--- src/rtl/nc_fetch_bridge.sv ---
// rtl/nc_fetch_bridge.sv - non-cacheable icache line fetch bridge: one memory burst per request
// Optional watchdog enabled by defining NC_FETCH_TIMEOUT_EN.
module nc_fetch_bridge #(
  parameter int LINE_W         = 128,
  parameter int BEAT_W         = 32,
  parameter int ADDR_W         = 40,
  parameter int TIMEOUT_CYCLES = 1024
) (
  input  logic              clk_i,
  input  logic              rst_i,
  input  logic              flush_i,
  input  logic              nc_req_valid_i,
  input  logic [ADDR_W-1:0] nc_req_addr_i,
  output logic              nc_resp_valid_o,
  output logic [LINE_W-1:0] nc_resp_data_o,
  output logic              nc_resp_err_o,
  output logic              mem_req_valid_o,
  input  logic              mem_req_ready_i,
  output logic [ADDR_W-1:0] mem_req_addr_o,
  input  logic              mem_rsp_valid_i,
  input  logic [BEAT_W-1:0] mem_rsp_data_i,
  input  logic              mem_rsp_last_i,
  input  logic              mem_rsp_err_i,
  output logic              busy_o
);

  localparam int NBEATS = LINE_W / BEAT_W;
  localparam int CNT_W  = $clog2(NBEATS);
  localparam logic [CNT_W-1:0]  LAST_CNT = CNT_W'(NBEATS - 1);
  localparam logic [ADDR_W-1:0] OFF_MASK = ADDR_W'(LINE_W / 8 - 1);

  typedef enum logic [2:0] {S_IDLE, S_REQ, S_BEATS, S_RESP, S_DRAIN} state_e;

  state_e            state_q, state_d;
  logic [ADDR_W-1:0] addr_q, addr_d;
  logic [LINE_W-1:0] line_q, line_d;
  logic [LINE_W-1:0] resp_data_q, resp_data_d;
  logic [CNT_W-1:0]  cnt_q, cnt_d;
  logic              err_q, err_d;
  logic              flush_rec_q, flush_rec_d;
  logic              drain_resp_q, drain_resp_d;
  logic              resp_valid, resp_err;
  logic              drain_ok;
  logic              beat_last;
  logic              at_last;
  int                slot;

`ifdef NC_FETCH_TIMEOUT_EN
  localparam int WD_W = $clog2(TIMEOUT_CYCLES + 1);
  localparam logic [WD_W-1:0] WD_LIM = WD_W'(TIMEOUT_CYCLES - 1);
  logic [WD_W-1:0] wd_q, wd_d;
  logic            req_pend_q, req_pend_d;
  logic            wd_fire;
  assign wd_fire  = (wd_q == WD_LIM);
  // A timed-out request stays on the bus until the handshake; beats before it are strays.
  assign drain_ok = !req_pend_q;
  assign mem_req_valid_o = (state_q == S_REQ) || (state_q == S_DRAIN && req_pend_q);
`else
  assign drain_ok = 1'b1;
  assign mem_req_valid_o = (state_q == S_REQ);
`endif

  assign beat_last = mem_rsp_valid_i && mem_rsp_last_i;
  assign at_last   = (cnt_q == LAST_CNT);
  assign slot      = int'(cnt_q) * BEAT_W;

  always_comb begin
    state_d      = state_q;
    addr_d       = addr_q;
    line_d       = line_q;
    cnt_d        = cnt_q;
    err_d        = err_q;
    flush_rec_d  = flush_rec_q;
    drain_resp_d = drain_resp_q;
    resp_valid   = 1'b0;
    resp_err     = 1'b0;
`ifdef NC_FETCH_TIMEOUT_EN
    req_pend_d   = req_pend_q;
`endif
    case (state_q)
      S_IDLE: begin
        if (nc_req_valid_i && !flush_i) begin
          addr_d      = nc_req_addr_i & ~OFF_MASK;
          flush_rec_d = 1'b0;
          state_d     = S_REQ;
        end
      end
      S_REQ: begin
        if (flush_i) flush_rec_d = 1'b1;
        if (mem_req_ready_i) begin
          state_d      = (flush_rec_q || flush_i) ? S_DRAIN : S_BEATS;
          cnt_d        = '0;
          err_d        = 1'b0;
          flush_rec_d  = 1'b0;
          drain_resp_d = 1'b0;
        end
`ifdef NC_FETCH_TIMEOUT_EN
        else if (wd_fire) begin
          resp_valid   = !flush_i;
          resp_err     = 1'b1;
          req_pend_d   = 1'b1;
          flush_rec_d  = 1'b0;
          drain_resp_d = 1'b0;
          state_d      = S_DRAIN;
        end
`endif
      end
      S_BEATS: begin
        if (mem_rsp_valid_i) begin
          line_d[slot +: BEAT_W] = mem_rsp_data_i;
          cnt_d = cnt_q + 1'b1;
          if (mem_rsp_err_i || (mem_rsp_last_i != at_last)) err_d = 1'b1;
        end
        if (flush_i) begin
          state_d      = beat_last ? S_IDLE : S_DRAIN;
          drain_resp_d = 1'b0;
        end else if (beat_last) begin
          state_d = S_RESP;
        end else if (mem_rsp_valid_i && at_last) begin
          // Burst overran the line: respond with error once the memory finishes it.
          state_d      = S_DRAIN;
          drain_resp_d = 1'b1;
        end
`ifdef NC_FETCH_TIMEOUT_EN
        else if (wd_fire && !mem_rsp_valid_i) begin
          resp_valid   = 1'b1;
          resp_err     = 1'b1;
          drain_resp_d = 1'b0;
          state_d      = S_DRAIN;
        end
`endif
      end
      S_RESP: begin
        resp_valid = !flush_i;
        resp_err   = err_q;
        state_d    = S_IDLE;
      end
      S_DRAIN: begin
        if (flush_i) drain_resp_d = 1'b0;
`ifdef NC_FETCH_TIMEOUT_EN
        if (req_pend_q && mem_req_ready_i) req_pend_d = 1'b0;
`endif
        if (drain_ok && beat_last) begin
          state_d = (drain_resp_q && !flush_i) ? S_RESP : S_IDLE;
        end
      end
      default: state_d = S_IDLE;
    endcase

    resp_data_d = (state_d == S_RESP && state_q != S_RESP) ? line_d : resp_data_q;
`ifdef NC_FETCH_TIMEOUT_EN
    wd_d = (state_d != state_q || mem_rsp_valid_i) ? '0 : wd_q + 1'b1;
`endif
  end

  always_ff @(posedge clk_i) begin
    if (rst_i) begin
      state_q      <= S_IDLE;
      addr_q       <= '0;
      line_q       <= '0;
      resp_data_q  <= '0;
      cnt_q        <= '0;
      err_q        <= 1'b0;
      flush_rec_q  <= 1'b0;
      drain_resp_q <= 1'b0;
`ifdef NC_FETCH_TIMEOUT_EN
      wd_q         <= '0;
      req_pend_q   <= 1'b0;
`endif
    end else begin
      state_q      <= state_d;
      addr_q       <= addr_d;
      line_q       <= line_d;
      resp_data_q  <= resp_data_d;
      cnt_q        <= cnt_d;
      err_q        <= err_d;
      flush_rec_q  <= flush_rec_d;
      drain_resp_q <= drain_resp_d;
`ifdef NC_FETCH_TIMEOUT_EN
      wd_q         <= wd_d;
      req_pend_q   <= req_pend_d;
`endif
    end
  end

  assign nc_resp_valid_o = resp_valid;
  assign nc_resp_err_o   = resp_valid && resp_err;
  assign nc_resp_data_o  = resp_data_q;
  assign mem_req_addr_o  = addr_q;
  assign busy_o          = (state_q != S_IDLE);

endmodule

--- config.mk ---
export PLATFORM = sky130hd
export DESIGN_NAME = nc_fetch_bridge
export DESIGN_NICKNAME = d
export VERILOG_FILES = /design/src/rtl/nc_fetch_bridge.sv
export SDC_FILE = /design/constraint.sdc
export NUM_CORES = 1
export LEC_CHECK = 0
export BUFFER_PORTS_ARGS = -buffer_cell sky130_fd_sc_hd__buf_2
export CAP_MARGIN = 0
export CORE_MARGIN = 5
export CORE_UTILIZATION = 35
export CTS_BUF_LIST = sky130_fd_sc_hd__clkbuf_4
export CTS_CLUSTER_DIAMETER = 200
export DETAILED_ROUTE_END_ITERATION = 12
export HOLD_SLACK_MARGIN = 0.02
export PLACE_DENSITY_LB_ADDON = 0.12
export SLEW_MARGIN = 15
export SYNTH_ARGS = -nofsm -noshare
export SYNTH_HDL_FRONTEND = slang
export SYNTH_SLANG_ARGS = --single-unit
export TNS_END_PERCENT = 5
--- constraint.sdc ---
create_clock -name clk_i -period 5.94 [get_ports clk_i]
set_clock_uncertainty 0.1 [all_clocks]
set_input_delay 0.594 -clock clk_i [delete_from_list [all_inputs] [get_ports clk_i]]
set_output_delay 0.594 -clock clk_i [all_outputs]
set_load 0.02 [all_outputs]
==> results by group, run 1 <==
Min path
  – HP Class: input pin to register
  – Hold_sp: mem_rsp_data_i[17]
  – Hold EP: line_q[81]
  – WHS Path Cells: 3

Timing
  – Setup violations, final: 0
  – Max Fclk: 329 MHz
  – Max Slew Vio Count: 0
  – Setup slack after layout: 2.90 ns
  – Worst Tran Pin Value: 1.06 ns
  – Tmin final: 3.04 ns
  – Final worst path period share: 51.1%
  – RSZ-0062 raised after global routing: no
  – Worst slew margin: 29.4%
  – Setup_tns: 0 ns
  – Final hold violation count: 0

Synthesis
  – Compound-Gate Fraction of Synth Area: 2.65%
  – Adder-cell share of the synthesized area: 0.500%
  – Synth Warn #: 0
  – Mux contribution to synthesized area: 21.8%
  – Largest family of logic cells by synthesized area: simple AND/OR/NAND/NOR gates
  – Simple-gate share of the synthesized area: 21.9%
  – Mapped Cells: 1226
  – Yosys reg bits: 300
  – Synth unique cells: 40
  – Avg Cell Area, Syn: 10.2 µm²
  – Synth Cell Area: 12500 µm²
  – XOR/XNOR Fraction of Synth Area: 0.0700%
  – Post-synthesis sequential area ratio: 48.0%

Setup path
  – Worst setup SP type: register
  – WP buf/inv: 2
  – Type of the worst setup path: register to register
  – Worst r2r dst: nc_resp_data_o[83]
  – R2R depth: 7
  – Critical Path Fanout Max: 34
  – Cell Chain, Critical Path: inv_1 -> ha_1 -> nor2b_4 -> buf_4 -> nand3_1 -> mux2i_1 -> mux2_2
  – FF-to-FF Start: cnt_q[0]
  – Critical Path AT: 3.59 ns
  – Cell family contributing the most delay on the critical path: simple AND/OR/NAND/NOR gates
  – CP required: 6.50 ns
  – Critical Path Max Stage Delay: 0.72 ns
  – R2R setup slack: 2.90 ns
  – CP Capture Type: register
  – Slowest stage cell, crit path: nor2b_4

Cells and area
  – Share of cells above drive strength 1: 33.7%
  – Nets: 1602
  – Number of fill cells: 3500
  – Synth-to-layout area growth: 23.8%

Route
  – Post-route DRC violation count: 0
  – Vias: 9524
  – Vias per cell: 4.66
  – Final antenna-violating net count: 0
  – DRT Pass-1 Iters: 4
  – Initial drt markers: 408
  – Routed wire length: 34400 µm
  – Routed len/inst: 16.9 µm

Clocking
  – Root buffer cell: clkbuf_4
  – Post-CTS Setup Inserts: 0
  – H-Tree Level Count: 3
  – Clock-pin slew on the worst setup and hold paths: 0.07 ns
  – CTS tree: yes
  – Clk buf depth: 3
  – Clock sink count: 300
  – Cts bufs inserted: 87
  – Clock Latency Late Sink: 0.71 ns

Pwr
  – Total power: 4.21 mW
  – Leakage: 6.45 nW
  – P per Cell Area: 272 nW/µm²
  – VDD IR max: 129 µV

Floorplan
  – DIE AREA: 39600 µm²
  – Core Rows: 69
  – Core box area: 35400 µm²
  – Initial Utilization: 35.4%
  – Chip height: 199 µm
  – Die X: 199 µm
  – I/O pin cnt: 252

Run
  – Total of max-cap violations: 0

Placement
  – Buffers on Ports: 243
  – Place WS: 2.78 ns
  – Final HPWL DP: 21000 µm
  – Gpl congestion: 0.705

Global route
  – Total gr overflow: 0
  – Largest net degree at the start of global routing: 129
  – Total GRT Usage: 17.1%
  – First-pass GRT wire length: 53700 µm
  – Vias in the first global route: 9742
  – Initial antenna violation count: 1

Outcome
  – Status: finished clean
==> report_power, final <==
group / total [mW] / leakage, nW / internal (mW) / switching, mW
clock: 1.96 / 0.657 / 1.08 / 0.872
combinational: 0.219 / 3.37 / 0.0871 / 0.132
sequential: 2.04 / 2.42 / 2.03 / 0.00885
total: 4.21 / 6.45 / 3.20 / 1.01
==> worst reg2reg max path, cell delays in order, from the launching register on <==
cell and delay, ns:
dfxtp_1 0.55, inv_1 0.15, ha_1 0.36, nor2b_4 0.72
buf_4 0.55, nand3_1 0.13, mux2i_1 0.24, mux2_2 0.18
==> area by class of cell <==
type | instances | area (µm²) | area share (%)
clock buffer | 131 | 983 | 6.35
multi-input combinational | 820 | 5930 | 38.3
tap | 461 | 577 | 3.72
antenna | 3 | 7.51 | 0.0485
inverter | 4 | 15.0 | 0.0969
sequential | 300 | 6010 | 38.8
clock inverter | 19 | 131 | 0.848
timing repair buffer | 304 | 1840 | 11.8
==> what timing repair did <==
| item | 4_1_cts | 5_1_grt |
|---|---|---|
| hold buffers | 48 | 0 |
| gates resized for setup | 0 | 0 |
| hold endpoints to repair | 50 | 0 |
==> logic make-up after synthesis <==
| group | count (synthesis) |
|---|---|
| buf+inv | 109 |
| other cells | 1 |
| flops | 300 |
| simple gates | 495 |
| compound gates | 59 |
| mux | 256 |
| xor+xnor | 1 |
| fa+ha+maj | 5 |
==> layout by cell type (no fill, tap or decap), types with 11 or more instances in the layout <==
cell,n
mux2i_1,128
a21oi_1,44
buf_2,242
buf_4,11
clkinv_1,14
nand3_1,130
nand2b_1,129
dfxtp_1,300
mux2_2,128
nand2_1,74
dlygate4sd3_1,48
nor2b_1,131
clkbuf_4,131
==> worst max-delay path by stage <==
stage / end / slack, ns / depth (start not counted) / start
2_1_floorplan: nc_resp_data_o[37] / 3.97 / 8 / cnt_q[0]
3_3_place_gp: nc_resp_data_o[12] / 2.74 / 7 / cnt_q[0]
3_5_place_dp: nc_resp_data_o[3] / 2.78 / 7 / cnt_q[0]
4_1_cts: nc_resp_data_o[103] / 2.71 / 7 / cnt_q[0]
5_1_grt: nc_resp_data_o[78] / 2.60 / 7 / cnt_q[0]
6_report: nc_resp_data_o[83] / 2.90 / 7 / cnt_q[0]
==> state kept, by name (all words and copies together) (netlist names) <==
register / flops
nc_resp_data_o: 128
mem_req_addr_o: 36
line_q: 128
drain_resp_q: 1
state_q: 3
cnt_q: 2
flush_rec_q: 1
err_q: 1
==> per-stage QoR <==
step / hold WS, ns / cell area [µm²] / util (%) / std cells
after detailed placement: 0.344 / 13900 / 39.2 / 1840
final: 0.112 / 15500 / 43.8 / 2042
after global placement: 0.340 / 13900 / 39.2 / 1840
after floorplan: 0.338 / 12500 / - / 1229
after CTS: 0.0236 / 15500 / 43.7 / 2038
after global routing: 0.0389 / 15500 / 43.8 / 2041
==> Yosys cell counts, drive strengths merged <==
library cell	count	share of area [%]
mux2i	128	10
nor3	1	0.040
nor4b	1	0.070
nand3b	3	0.18
nand2b	129	6.4
nand4	1	0.050
conb	1	0.030
a2111oi	1	0.070
o211ai	1	0.060
nor3b	1	0.060
nand2	74	2.2
buf	49	3.3
o21ai	3	0.12
and3	3	0.15
a22o	2	0.14
and4bb	1	0.13
a221oi	1	0.070
xor2	1	0.070
nor2b	134	6.7
a31oi	1	0.050
nand3	130	5.2
inv	4	0.12
a21o	1	0.060
and2	6	0.30
nor2	10	0.32
ha	5	0.50
a21oi	44	1.8
or3	1	0.050
o21a	1	0.060
o21bai	2	0.12
a211o	2	0.14
clkbuf	56	1.7
mux2	128	12
dfxtp	300	48
==> layer usage <==
layer,GRT usage (%),vias to the layer above,wire length (µm)
met1,21.4,4503,15500
met2,27.8,221,16000
li1,-,4746,-
met3,5.26,54,2260
met4,6.23,0,755
met5,0,-,0
Power figures use the tool's default switching activity.
==> run 2, diff against run 1 <==
==> constraint.sdc (replaced) <==
create_clock -name clk_i -period 2.6 [get_ports clk_i]
set_clock_uncertainty 0.1 [all_clocks]
set_input_delay 0.26 -clock clk_i [delete_from_list [all_inputs] [get_ports clk_i]]
set_output_delay 0.26 -clock clk_i [all_outputs]
set_load 0.02 [all_outputs]
==> results by group, run 2 (synthesis results as in run 1) <==
Pwr
  – Sequential power share: 48.0%
  – Clock power share: 46.2%
  – Switching share of total power: 24.3%
  – Logic pwr share: 5.8%
  – VDD IR max: 424 µV
  – P per Cell Area: 600 nW/µm²
  – Switching pwr: 2.35 mW
  – P_int: 7.33 mW
  – Leakage: 6.72 nW
  – Total power: 9.69 mW

Cells and area
  – Layout Cell Area excl Fill: 16200 µm²
  – Number of fill cells: 3513
  – Nets: 1654
  – Most common cell after layout, fill and taps aside: dfxtp_1
  – Core Util, Final: 45.6%
  – Most frequent cells in the layout: dfxtp_1, buf_2, nor2b_1
  – Synth-to-layout area growth: 29.1%
  – Non-filler cells, final: 2095
  – Share of cells above drive strength 1: 33.4%

Outcome
  – Status: finished clean

Floorplan
  – Chip height: 199 µm
  – Core Rows: 69
  – Initial Utilization: 35.4%
  – I/O pin cnt: 252
  – DIE AREA: 39600 µm²
  – Die X: 199 µm
  – Core box area: 35400 µm²

Timing
  – RSZ-0062 raised after global routing: no
  – Final hold violation count: 0
  – Worst hold margin: 0.233 ns
  – Worst slew margin: 59.8%
  – Setup_tns: 0 ns
  – Tmin final: 2.38 ns
  – Final worst path period share: 91.4%
  – Max Slew Vio Count: 0
  – Max Fclk: 421 MHz
  – Setup violations, final: 0
  – Worst Tran Pin Value: 0.601 ns
  – Setup slack after layout: 0.223 ns

Setup path
  – FF-to-FF Start: cnt_q[1]
  – CP required: 3.16 ns
  – CP Launch Point: cnt_q[1]
  – CP Capture Type: register
  – R2R setup slack: 0.22 ns
  – Critical Path AT: 2.94 ns
  – R2R depth: 7
  – Type of the worst setup path: register to register
  – Worst r2r dst: line_q[63]
  – CP endpoint: line_q[63]
  – Critical Path Fanout Max: 27
  – Worst setup SP type: register

Global route
  – Vias in the first global route: 9973
  – Initial antenna violation count: 1
  – Largest net degree at the start of global routing: 90
  – First-pass GRT wire length: 54700 µm
  – Total GRT Usage: 17.3%
  – Total gr overflow: 0

Clocking
  – Clock sink count: 300
  – Root buffer cell: clkbuf_4
  – Clock Latency Late Sink: 0.72 ns
  – Clk buf depth: 3
  – Cts repair resizes: 0
  – CTS tree: yes
  – H-Tree Level Count: 3
  – Clock-pin slew on the worst setup and hold paths: 0.06 ns
  – Cts bufs inserted: 87

Placement
  – Cells after DPL: 1856
  – Buffers on Ports: 243
  – Gpl congestion: 0.727
  – Final HPWL DP: 21800 µm
  – Place WS: 0.527 ns
  – Area after DPL: 14200 µm²

Run
  – Total of max-cap violations: 0

Route
  – Vias: 9739
  – Vias per cell: 4.65
  – Post-route DRC violation count: 0
  – Routed len/inst: 16.7 µm
  – Routed wire length: 35000 µm
  – Initial drt markers: 316
  – Final antenna-violating net count: 0
  – DRT Pass-1 Iters: 5

Min path
  – HP Class: input pin to register
-- run 2: changes by cell type in the layout (fill, tap and decap cells not counted), sizes merged --
cell / before / now
buf: 255 / 270
clkbuf: 132 / 130
clkinv: 14 / 19
diode: 3 / 1
dlygate4sd3: 48 / 85
-- run 2: layout make-up --
cell class	instances	area, µm²	area share [%]
Clock inverter	24	151	0.937
Timing Repair Buffer	356	2500	15.5
Inverter	4	15.0	0.0930
Multi-Input combinational cell	820	5930	36.7
Antenna cell	1	2.50	0.0155
Sequential cell	300	6010	37.2
Tap cell	461	577	3.57
Clock buffer	129	968	6.00
-- run 2: worst min-delay path by stage --
stage                       start                 end  slack, ns  cells past startpoint
6_report         nc_req_addr_i[4]   mem_req_addr_o[4]       0.23                      4
5_1_grt         nc_req_addr_i[37]  mem_req_addr_o[37]       0.17                      4
4_1_cts          nc_req_addr_i[8]   mem_req_addr_o[8]       0.13                      4
3_5_place_dp   mem_req_addr_o[14]  mem_req_addr_o[14]       0.34                      2
3_3_place_gp   mem_req_addr_o[16]  mem_req_addr_o[16]       0.34                      2
2_1_floorplan   nc_req_addr_i[10]  mem_req_addr_o[10]       0.30                      2
-- run 2: power by group through the flow --
stage / Combinational, mW / Sequential (mW) / Clock [mW]
floorplan: 0.222 / 4.78 / 0
global placement: 0.470 / 4.75 / 0
detailed placement: 0.469 / 4.75 / 0
CTS: 0.567 / 4.65 / 4.69
global route: 0.608 / 4.65 / 4.98
finish: 0.560 / 4.65 / 4.48
-- run 2: metal layers --
metal  vias up  track usage, %  share of wire (%)
met3        44            5.33                6.6
met2       238            28.3                 47
met4         0            6.46                2.2
met1      4617            21.6                 44
met5         -               0                  0
li1       4840               -                  -
-- run 2: what timing repair did --
action                    4_1_cts  5_1_grt
setup buffers                   0        0
hold endpoints to repair      300        0
hold buffers                   85        0
-- run 2: worst max-delay path, cell delays in order, from the launching register on --
cell and delay (ns):
dfxtp_1 0.37, inv_1 0.09, ha_1 0.34, nor2b_4 0.20, buf_4 0.34, nand3_1 0.12, mux2i_1 0.19, dlygate4sd3_1 0.57
==> run 3, diff against run 2 <==
--- a/config.mk
+++ b/config.mk
@@ -14,6 +14,7 @@
 export DETAILED_ROUTE_END_ITERATION = 12
 export HOLD_SLACK_MARGIN = 0.02
 export PLACE_DENSITY_LB_ADDON = 0.12
+export SKIP_CTS_REPAIR_TIMING = 1
 export SLEW_MARGIN = 15
 export SYNTH_ARGS = -nofsm -noshare
 export SYNTH_HDL_FRONTEND = slang
==> constraint.sdc (replaced) <==
create_clock -name clk_i -period 2.6 [get_ports clk_i]
set_clock_uncertainty 0.1 [all_clocks]
set_input_delay 0.13 -clock clk_i [delete_from_list [all_inputs] [get_ports clk_i]]
set_output_delay 0.13 -clock clk_i [all_outputs]
set_load 0.02 [all_outputs]
==> results by group, run 3 (synthesis results as in run 1) <==
Outcome
  – Status: finished clean

Global route
  – Total gr overflow: 0
  – First-pass GRT wire length: 53100 µm
  – Total GRT Usage: 16.8%
  – Largest net degree at the start of global routing: 69
  – Initial antenna violation count: 2
  – Vias in the first global route: 9703

Pwr
  – VDD IR max: 355 µV
  – P per Cell Area: 595 nW/µm²
  – Total power: 9.60 mW
  – Leakage: 6.69 nW

Cells and area
  – Synth-to-layout area growth: 29.0%
  – Share of cells above drive strength 1: 33.0%
  – Most common cell after layout, fill and taps aside: dfxtp_1
  – Number of fill cells: 3477
  – Nets: 1659
  – Most frequent cells in the layout: dfxtp_1, buf_2, nor2b_1

Setup path
  – Critical Path AT: 2.93 ns
  – R2R depth: 6
  – CP required: 3.11 ns
  – Worst setup SP type: register
  – CP Capture Type: register
  – Critical Path Fanout Max: 14
  – Type of the worst setup path: register to register

Timing
  – Final hold violation count: 0
  – Max Fclk: 413 MHz
  – Worst slew margin: 61.0%
  – Max Slew Vio Count: 0
  – Setup_tns: 0 ns
  – Final worst path period share: 93.2%
  – Tmin final: 2.42 ns
  – Worst Tran Pin Value: 0.584 ns
  – RSZ-0062 raised after global routing: no
  – Setup violations, final: 0

Route
  – Post-route DRC violation count: 0
  – Routed len/inst: 16.6 µm
  – Vias per cell: 4.66
  – Final antenna-violating net count: 0
  – DRT Pass-1 Iters: 4
  – Routed wire length: 34600 µm
  – Initial drt markers: 311
  – Vias: 9743

Floorplan
  – DIE AREA: 39600 µm²
  – I/O pin cnt: 252
  – Core Rows: 69
  – Chip height: 199 µm
  – Die X: 199 µm
  – Initial Utilization: 35.4%
  – Core box area: 35400 µm²

Clocking
  – Clock sink count: 300
  – H-Tree Level Count: 3
  – Clock-pin slew on the worst setup and hold paths: 0.07 ns
  – CTS tree: yes
  – Root buffer cell: clkbuf_4
  – Clk buf depth: 3
  – Cts bufs inserted: 84
  – Clock Latency Late Sink: 0.74 ns

Placement
  – Buffers on Ports: 243
  – Final HPWL DP: 21600 µm
  – Gpl congestion: 0.737

Min path
  – WHS Path Cells: 4
  – HP Class: input pin to register

Run
  – Total of max-cap violations: 0
[run 3: where the power goes]
group	leakage (nW)	total (mW)	internal, mW	switching (mW)
Sequential	2.42	4.65	4.63	0.0193
Clock	0.626	4.39	2.41	1.98
Combinational	3.65	0.563	0.253	0.311
[run 3: worst max-delay path, cell delays in order (launching register included)]
cell and delay (ns):
dfxtp_1 0.59, nor2b_1 0.11, and2_1 0.22, nand4_1 0.10
dlygate4sd3_1 0.58, a21oi_1 0.07, dlygate4sd3_1 0.55
[run 3: stage by stage]
step / area, µm² / std cells / utilization (%) / hold WS (ns) / setup slack (ns)
2_1_floorplan: 12500 / 1229 / - / 0.166 / 0.625
3_3_place_gp: 14100 / 1856 / 40.0 / 0.271 / 0.491
3_5_place_dp: 14100 / 1856 / 40.0 / 0.277 / 0.473
4_1_cts: 15200 / 1995 / 43.0 / -0.580 / 0.391
5_1_grt: 16100 / 2090 / 45.6 / 0.0167 / 0.0448
6_report: 16100 / 2090 / 45.6 / 0.0785 / 0.176
[run 3: final timing paths]
kind	start	endpoint	slack (ns)
max	state_q[1]	state_q[0]	0.18
min	nc_req_valid_i	mem_req_addr_o[30]	0.08
max reg2reg	state_q[1]	state_q[0]	0.18
min reg2reg	mem_req_addr_o[26]	mem_req_addr_o[26]	0.35
[run 3: cell type report]
class,count,area (µm²),share of cell area [%]
Clock buffer,121,908,5.63
Timing Repair Buffer,364,2540,15.7
Antenna cell,2,5.00,0.0310
Clock inverter,18,155,0.961
Inverter,4,15.0,0.0930
Multi-Input combinational cell,820,5930,36.8
Sequential cell,300,6010,37.2
Tap cell,461,577,3.57
[run 3: layer usage]
| metal | routed length (µm) | track usage, % | vias up |
|---|---|---|---|
| li1 | - | - | 4845 |
| met1 | 15400 | 21.0 | 4606 |
| met2 | 16500 | 27.6 | 231 |
| met3 | 1990 | 5.14 | 61 |
| met4 | 800 | 5.90 | 0 |
| met5 | 0 | 0 | - |
